==> src/rtl/core_dg_sink.sv <==
// Receiving end of the core data-generator channel: four-phase req/ack capture,
// per-source sequence checking, and a 2-entry valid/ready output buffer.
module core_dg_sink #(
  parameter int W           = 11,
  parameter int SRC_W       = 3,
  parameter int DATA_W      = 8,
  parameter int SYNC_STAGES = 2,
  parameter int CNT_W       = 16
) (
  input  logic              CLK,
  input  logic              _RESET,
  input  logic              in_req,
  input  logic [W-1:0]      in_data,
  output logic              in_ack,
  output logic              out_valid,
  input  logic              out_ready,
  output logic [SRC_W-1:0]  out_src,
  output logic [DATA_W-1:0] out_data,
  output logic              out_err,
  output logic [CNT_W-1:0]  ok_cnt,
  output logic [CNT_W-1:0]  err_cnt
);

  localparam int NSRC = 2 ** SRC_W;

  typedef enum logic [1:0] {
    IDLE    = 2'd0,
    CAPTURE = 2'd1,
    ACK_HI  = 2'd2
  } state_t;

  typedef struct packed {
    logic [SRC_W-1:0]  src;
    logic [DATA_W-1:0] data;
    logic              err;
  } entry_t;

  // ---------------------------------------------------------------------------
  // Request synchronizer
  // ---------------------------------------------------------------------------
  logic [SYNC_STAGES-1:0] sync_q;
  logic                   req_s;

  // NOTE: sequential state is written with <= so every flop samples the values
  // from before the edge; blocking assignments here would collapse the chain.
  always_ff @(posedge CLK) begin
    if (!_RESET) begin
      sync_q <= '0;
    end else begin
      sync_q <= {sync_q[SYNC_STAGES-2:0], in_req};
    end
  end

  assign req_s = sync_q[SYNC_STAGES-1];

  // ---------------------------------------------------------------------------
  // Handshake FSM
  // ---------------------------------------------------------------------------
  state_t     state_q, state_d;
  logic [1:0] count_q;
  logic       capture;

  // NOTE: state_d gets a default before the case so no path leaves it
  // unassigned, which would otherwise infer a latch.
  always_comb begin
    state_d = state_q;
    unique case (state_q)
      IDLE:    if (req_s && (count_q != 2'd2)) state_d = CAPTURE;
      CAPTURE: state_d = ACK_HI;
      ACK_HI:  if (!req_s) state_d = IDLE;
      default: state_d = IDLE;
    endcase
  end

  assign capture = (state_q == CAPTURE);

  // Ack is registered from the next state so it rises as CAPTURE completes and
  // falls on the same edge that returns to IDLE.
  always_ff @(posedge CLK) begin
    if (!_RESET) begin
      state_q <= IDLE;
      in_ack  <= 1'b0;
    end else begin
      state_q <= state_d;
      in_ack  <= (state_d == ACK_HI);
    end
  end

  // ---------------------------------------------------------------------------
  // Sequence checker and saturating counters
  // ---------------------------------------------------------------------------
  logic [SRC_W-1:0]  src_in;
  logic [DATA_W-1:0] pay_in;
  logic [DATA_W-1:0] exp_q [NSRC];
  logic              match;

  assign src_in = in_data[W-1:DATA_W];
  assign pay_in = in_data[DATA_W-1:0];
  assign match  = (pay_in == exp_q[src_in]);

  // The expected value follows the received payload on both outcomes, so a
  // single gap costs exactly one error before the checker resynchronizes.
  always_ff @(posedge CLK) begin
    if (!_RESET) begin
      for (int i = 0; i < NSRC; i++) exp_q[i] <= DATA_W'(1);
      ok_cnt  <= '0;
      err_cnt <= '0;
    end else if (capture) begin
      exp_q[src_in] <= pay_in + 1'b1;
      if (match) begin
        if (ok_cnt != '1) ok_cnt <= ok_cnt + 1'b1;
      end else begin
        if (err_cnt != '1) err_cnt <= err_cnt + 1'b1;
      end
    end
  end

  // ---------------------------------------------------------------------------
  // Two-entry output buffer
  // ---------------------------------------------------------------------------
  entry_t mem_q [2];
  logic   wr_ptr_q, rd_ptr_q;
  logic   push, pop;
  entry_t head;

  assign push = capture;
  assign pop  = out_valid & out_ready;

  // NOTE: the two storage entries are reset because the head drives out_* and
  // those outputs have defined reset values; larger buffers would skip this.
  always_ff @(posedge CLK) begin
    if (!_RESET) begin
      mem_q[0] <= '0;
      mem_q[1] <= '0;
      wr_ptr_q <= 1'b0;
      rd_ptr_q <= 1'b0;
      count_q  <= 2'd0;
    end else begin
      if (push) begin
        mem_q[wr_ptr_q] <= '{src: src_in, data: pay_in, err: ~match};
        wr_ptr_q        <= ~wr_ptr_q;
      end
      if (pop) rd_ptr_q <= ~rd_ptr_q;
      unique case ({push, pop})
        2'b10:   count_q <= count_q + 2'd1;
        2'b01:   count_q <= count_q - 2'd1;
        default: count_q <= count_q;
      endcase
    end
  end

  assign head      = mem_q[rd_ptr_q];
  assign out_valid = (count_q != 2'd0);
  assign out_src   = head.src;
  assign out_data  = head.data;
  assign out_err   = head.err;

endmodule
==> config.mk <==
export PLATFORM = sky130hd
export DESIGN_NAME = core_dg_sink
export DESIGN_NICKNAME = d
export VERILOG_FILES = /design/src/rtl/core_dg_sink.sv
export SDC_FILE = /design/constraint.sdc
export NUM_CORES = 1
export LEC_CHECK = 0
export BUFFER_PORTS_ARGS = -buffer_cell sky130_fd_sc_hd__buf_2
export CAP_MARGIN = 20
export CORE_AREA = 2 2 152 124
export CTS_BUF_LIST = sky130_fd_sc_hd__clkbuf_4
export CTS_CLUSTER_SIZE = 10
export DETAILED_ROUTE_END_ITERATION = 12
export DIE_AREA = 0 0 154 126
export GPL_TIMING_DRIVEN = 1
export PLACE_DENSITY_LB_ADDON = 0.12
export SLEW_MARGIN = 20
export SYNTH_ARGS = -nofsm -noshare
export SYNTH_HDL_FRONTEND = slang
export SYNTH_SLANG_ARGS = --single-unit
==> constraint.sdc <==
create_clock -name CLK -period 2.2 [get_ports CLK]
set_input_delay 0.22 -clock CLK [delete_from_list [all_inputs] [get_ports CLK]]
set_output_delay 0.22 -clock CLK [all_outputs]
set_load 0.01 [all_outputs]
==> impl_metrics.ini <==
[status]
status = complete, but fails checks
violations = negative setup slack

[route]
wire_per_inst_um = 16.9
drc_errors = 0
ant_nets = 0
vias = 4522
via_per_inst = 5.07
routed_wl_um = 15100
firstDrtPassIters = 4
drt-initial-drc-count = 338

[grt]
antenna_found_initial = 0
grt_pass1_wl_um = 24100
grt.total_usage_pct = 16.2
grt_pass1_vias = 4424
grt_max_degree = 51
overflow = 0

[die]
fp.dieH_um = 126
coreArea_mm2 = 0.0179
die_area_mm2 = 0.0194
rows = 44
start_util_pct = 34.6
ios = 61
fp.dieW_um = 154

[worst_setup_path]
cp.required_ns = 2.62
start_kind = flop
worstPathMaxFanout = 4
crit_family = multiplexers
crit_slowest_cell = or4_4
path_class = flop to flop
crit_path_end_kind = flop
cpMostUsedCell = mux2i_1
cp_data_arrival_time_ns = 2.84
crit_chain = mux4_2, mux2i_1, xnor2_1, a211oi_2, nand3_2, or4_4, mux2i_1
worst-path-buf-inv = 0
critical-path-max-stage-delay_ns = 0.56

[layout]
area_growth_pct = 24.2
antenna-diode-count = 0
utilization_pct = 43.0
n_fill_cell = 1711
drive_gt1_share_pct = 30.5
final_common_cell = edfxtp_1
final_nets = 668
post_layout_nonfiller_instances = 892
final_cell_mix = 88 x edfxtp_1, 65 x nor2_1, 60 x buf_2

[cts]
clock-sinks = 130
cts_root_buf = clkbuf_4
cts_tree = yes
cts_buffer_depth = 2
htree_num_levels = 4
clk_pin_slew_worst_paths_ns = 0.11
numCtsBuffers = 17
insertion_delay_ns = 0.53

[power_and_ir_drop]
p_total_uw = 4920
peakVddDrop_mv = 0.282
p_per_area_mw_per_mm2 = 641
power.leakage_uw = 0.00298

[sta]
skew_ns = 0.0158
period_needed_ns = 2.42
fmax_ghz = 0.413
final_hold_viol_count = 0
worst_slack_ns = -0.220
slew_headroom_pct = 54.1
setup_viol_count_final = 33
setup_tns_ns = -3.82
rsz0062_at_grt = yes
fin_crit_sh_pct = 110
final_max_slew_viol_count = 0
worst_pin_slew_ns = 0.686

[yosys]
async_reset_ff_share_pct = 0
synth_area_mm2 = 0.00619
synth_ff_type = edfxtp_1
synth-edff-count = 88
syn-mean-instance-area_um2 = 11.4
synth-warning-count = 0
synth-seq-area-share_pct = 56.3
synth_top_area_share_pct = 42.7
synth.net_count = 561
synth_top_cell_by_area = edfxtp_1
ys_ff_latch = 130
yosys-top-cells-area = edfxtp_1 43%, dfxtp_1 14%, mux2i_1 6.0%
synthCells = 542
ys_types = 45

[flow_run]
maxCapViolations = 0

[placed_design]
routabilityCongestion = 0.811
port_buffers = 60
hpwl_um = 10900
dp_cells = 854

[min_path]
hold_path_class = input pin to flop
## routing by layer
metal,vias to the layer above,GRT usage (%),share of wire [%]
li1,2182,-,-
met1,2230,23.5,50
met2,99,24.3,45
met3,11,4.34,4.6
met4,0,3.85,0.97
met5,-,0,0
## Yosys cell counts (6+ instances only)
| master | number |
|---|---|
| a21oi_1 | 13 |
| and3_1 | 15 |
| o21ai_0 | 6 |
| mux2_2 | 12 |
| mux2i_1 | 37 |
| nand4_1 | 11 |
| dfxtp_1 | 42 |
| edfxtp_1 | 88 |
| clkbuf_1 | 20 |
| nand2_1 | 51 |
| nand3_1 | 27 |
| o31ai_1 | 6 |
| nor2_1 | 68 |
| nand2b_1 | 22 |
| or3_1 | 6 |
| a22oi_1 | 6 |
| and2_1 | 27 |
| xnor2_1 | 10 |
| mux4_1 | 9 |
## repair_timing
item,CTS,global route
pin swaps,26,12
setup endpoints to repair,34,34
gates resized for setup,27,17
cloned,2,0
endpoints found under the hold margin,1,0
buffers inserted,3,0
hold buffers,1,0
## per-stage QoR
step / worst slack, ns / cell area [um2] / hold WS, ns
floorplan: -0.0846 / 6270 / 0.347
finish: -0.220 / 7690 / 0.0745
global placement: -0.523 / 7120 / 0.422
CTS: -0.235 / 7620 / 0.0264
detailed placement: -0.513 / 7120 / 0.428
global route: -0.346 / 7690 / 0.0252
## where the power goes
group          switching [uW]  internal, uW  total [uW]
registers                38.8          2670        2710
logic                     247           182         430
clock network             895           892        1790
## logic make-up (layout without fill, tap and decap cells)
kind of cell | after synthesis | in the layout | share of synthesized area, %
xor gates and xnor gates | 15 | 15 | 2.12
and+or+nand+nor | 255 | 255 | 20.8
DFF | 130 | 130 | 56.3
AOI/OAI and AO/OA | 43 | 43 | 4.73
adders and majority gates | 4 | 4 | 0.809
buffers and inverters | 36 | 156 | 2.91
muxes | 59 | 59 | 12.4
## flip-flops by register name, summed over array words and instances (netlist names), named ones only
name / count
rd_ptr_q: 1
exp_q: 64
err_cnt: 16
state_q: 2
wr_ptr_q: 1
in_ack: 1
ok_cnt: 16
mem_q: 24
sync_q: 2
count_q: 2
## worst paths after layout
check | to | depth (start not counted) | start | slack, ns
worst min register to register | sync_q[1] | 1 | sync_q[0] | 0.45
worst min-delay path | mem_q[1][8] | 2 | in_data[7] | 0.07
worst max register to register | ok_cnt[8] | 7 | exp_q[7][1] | -0.22
worst max-delay path | ok_cnt[8] | 7 | exp_q[7][1] | -0.22
## area by class of cell
class	count	area [um2]	area share (%)
Tap cell	230	288	3.74
Clock buffer	17	128	1.66
Inverter	6	22.5	0.293
Clock inverter	15	190	2.47
Multi-Input combinational cell	376	2730	35.5
Timing Repair Buffer	118	847	11.0
Sequential cell	130	3480	45.3
No activity file was read; power rests on OpenSTA's default activity.
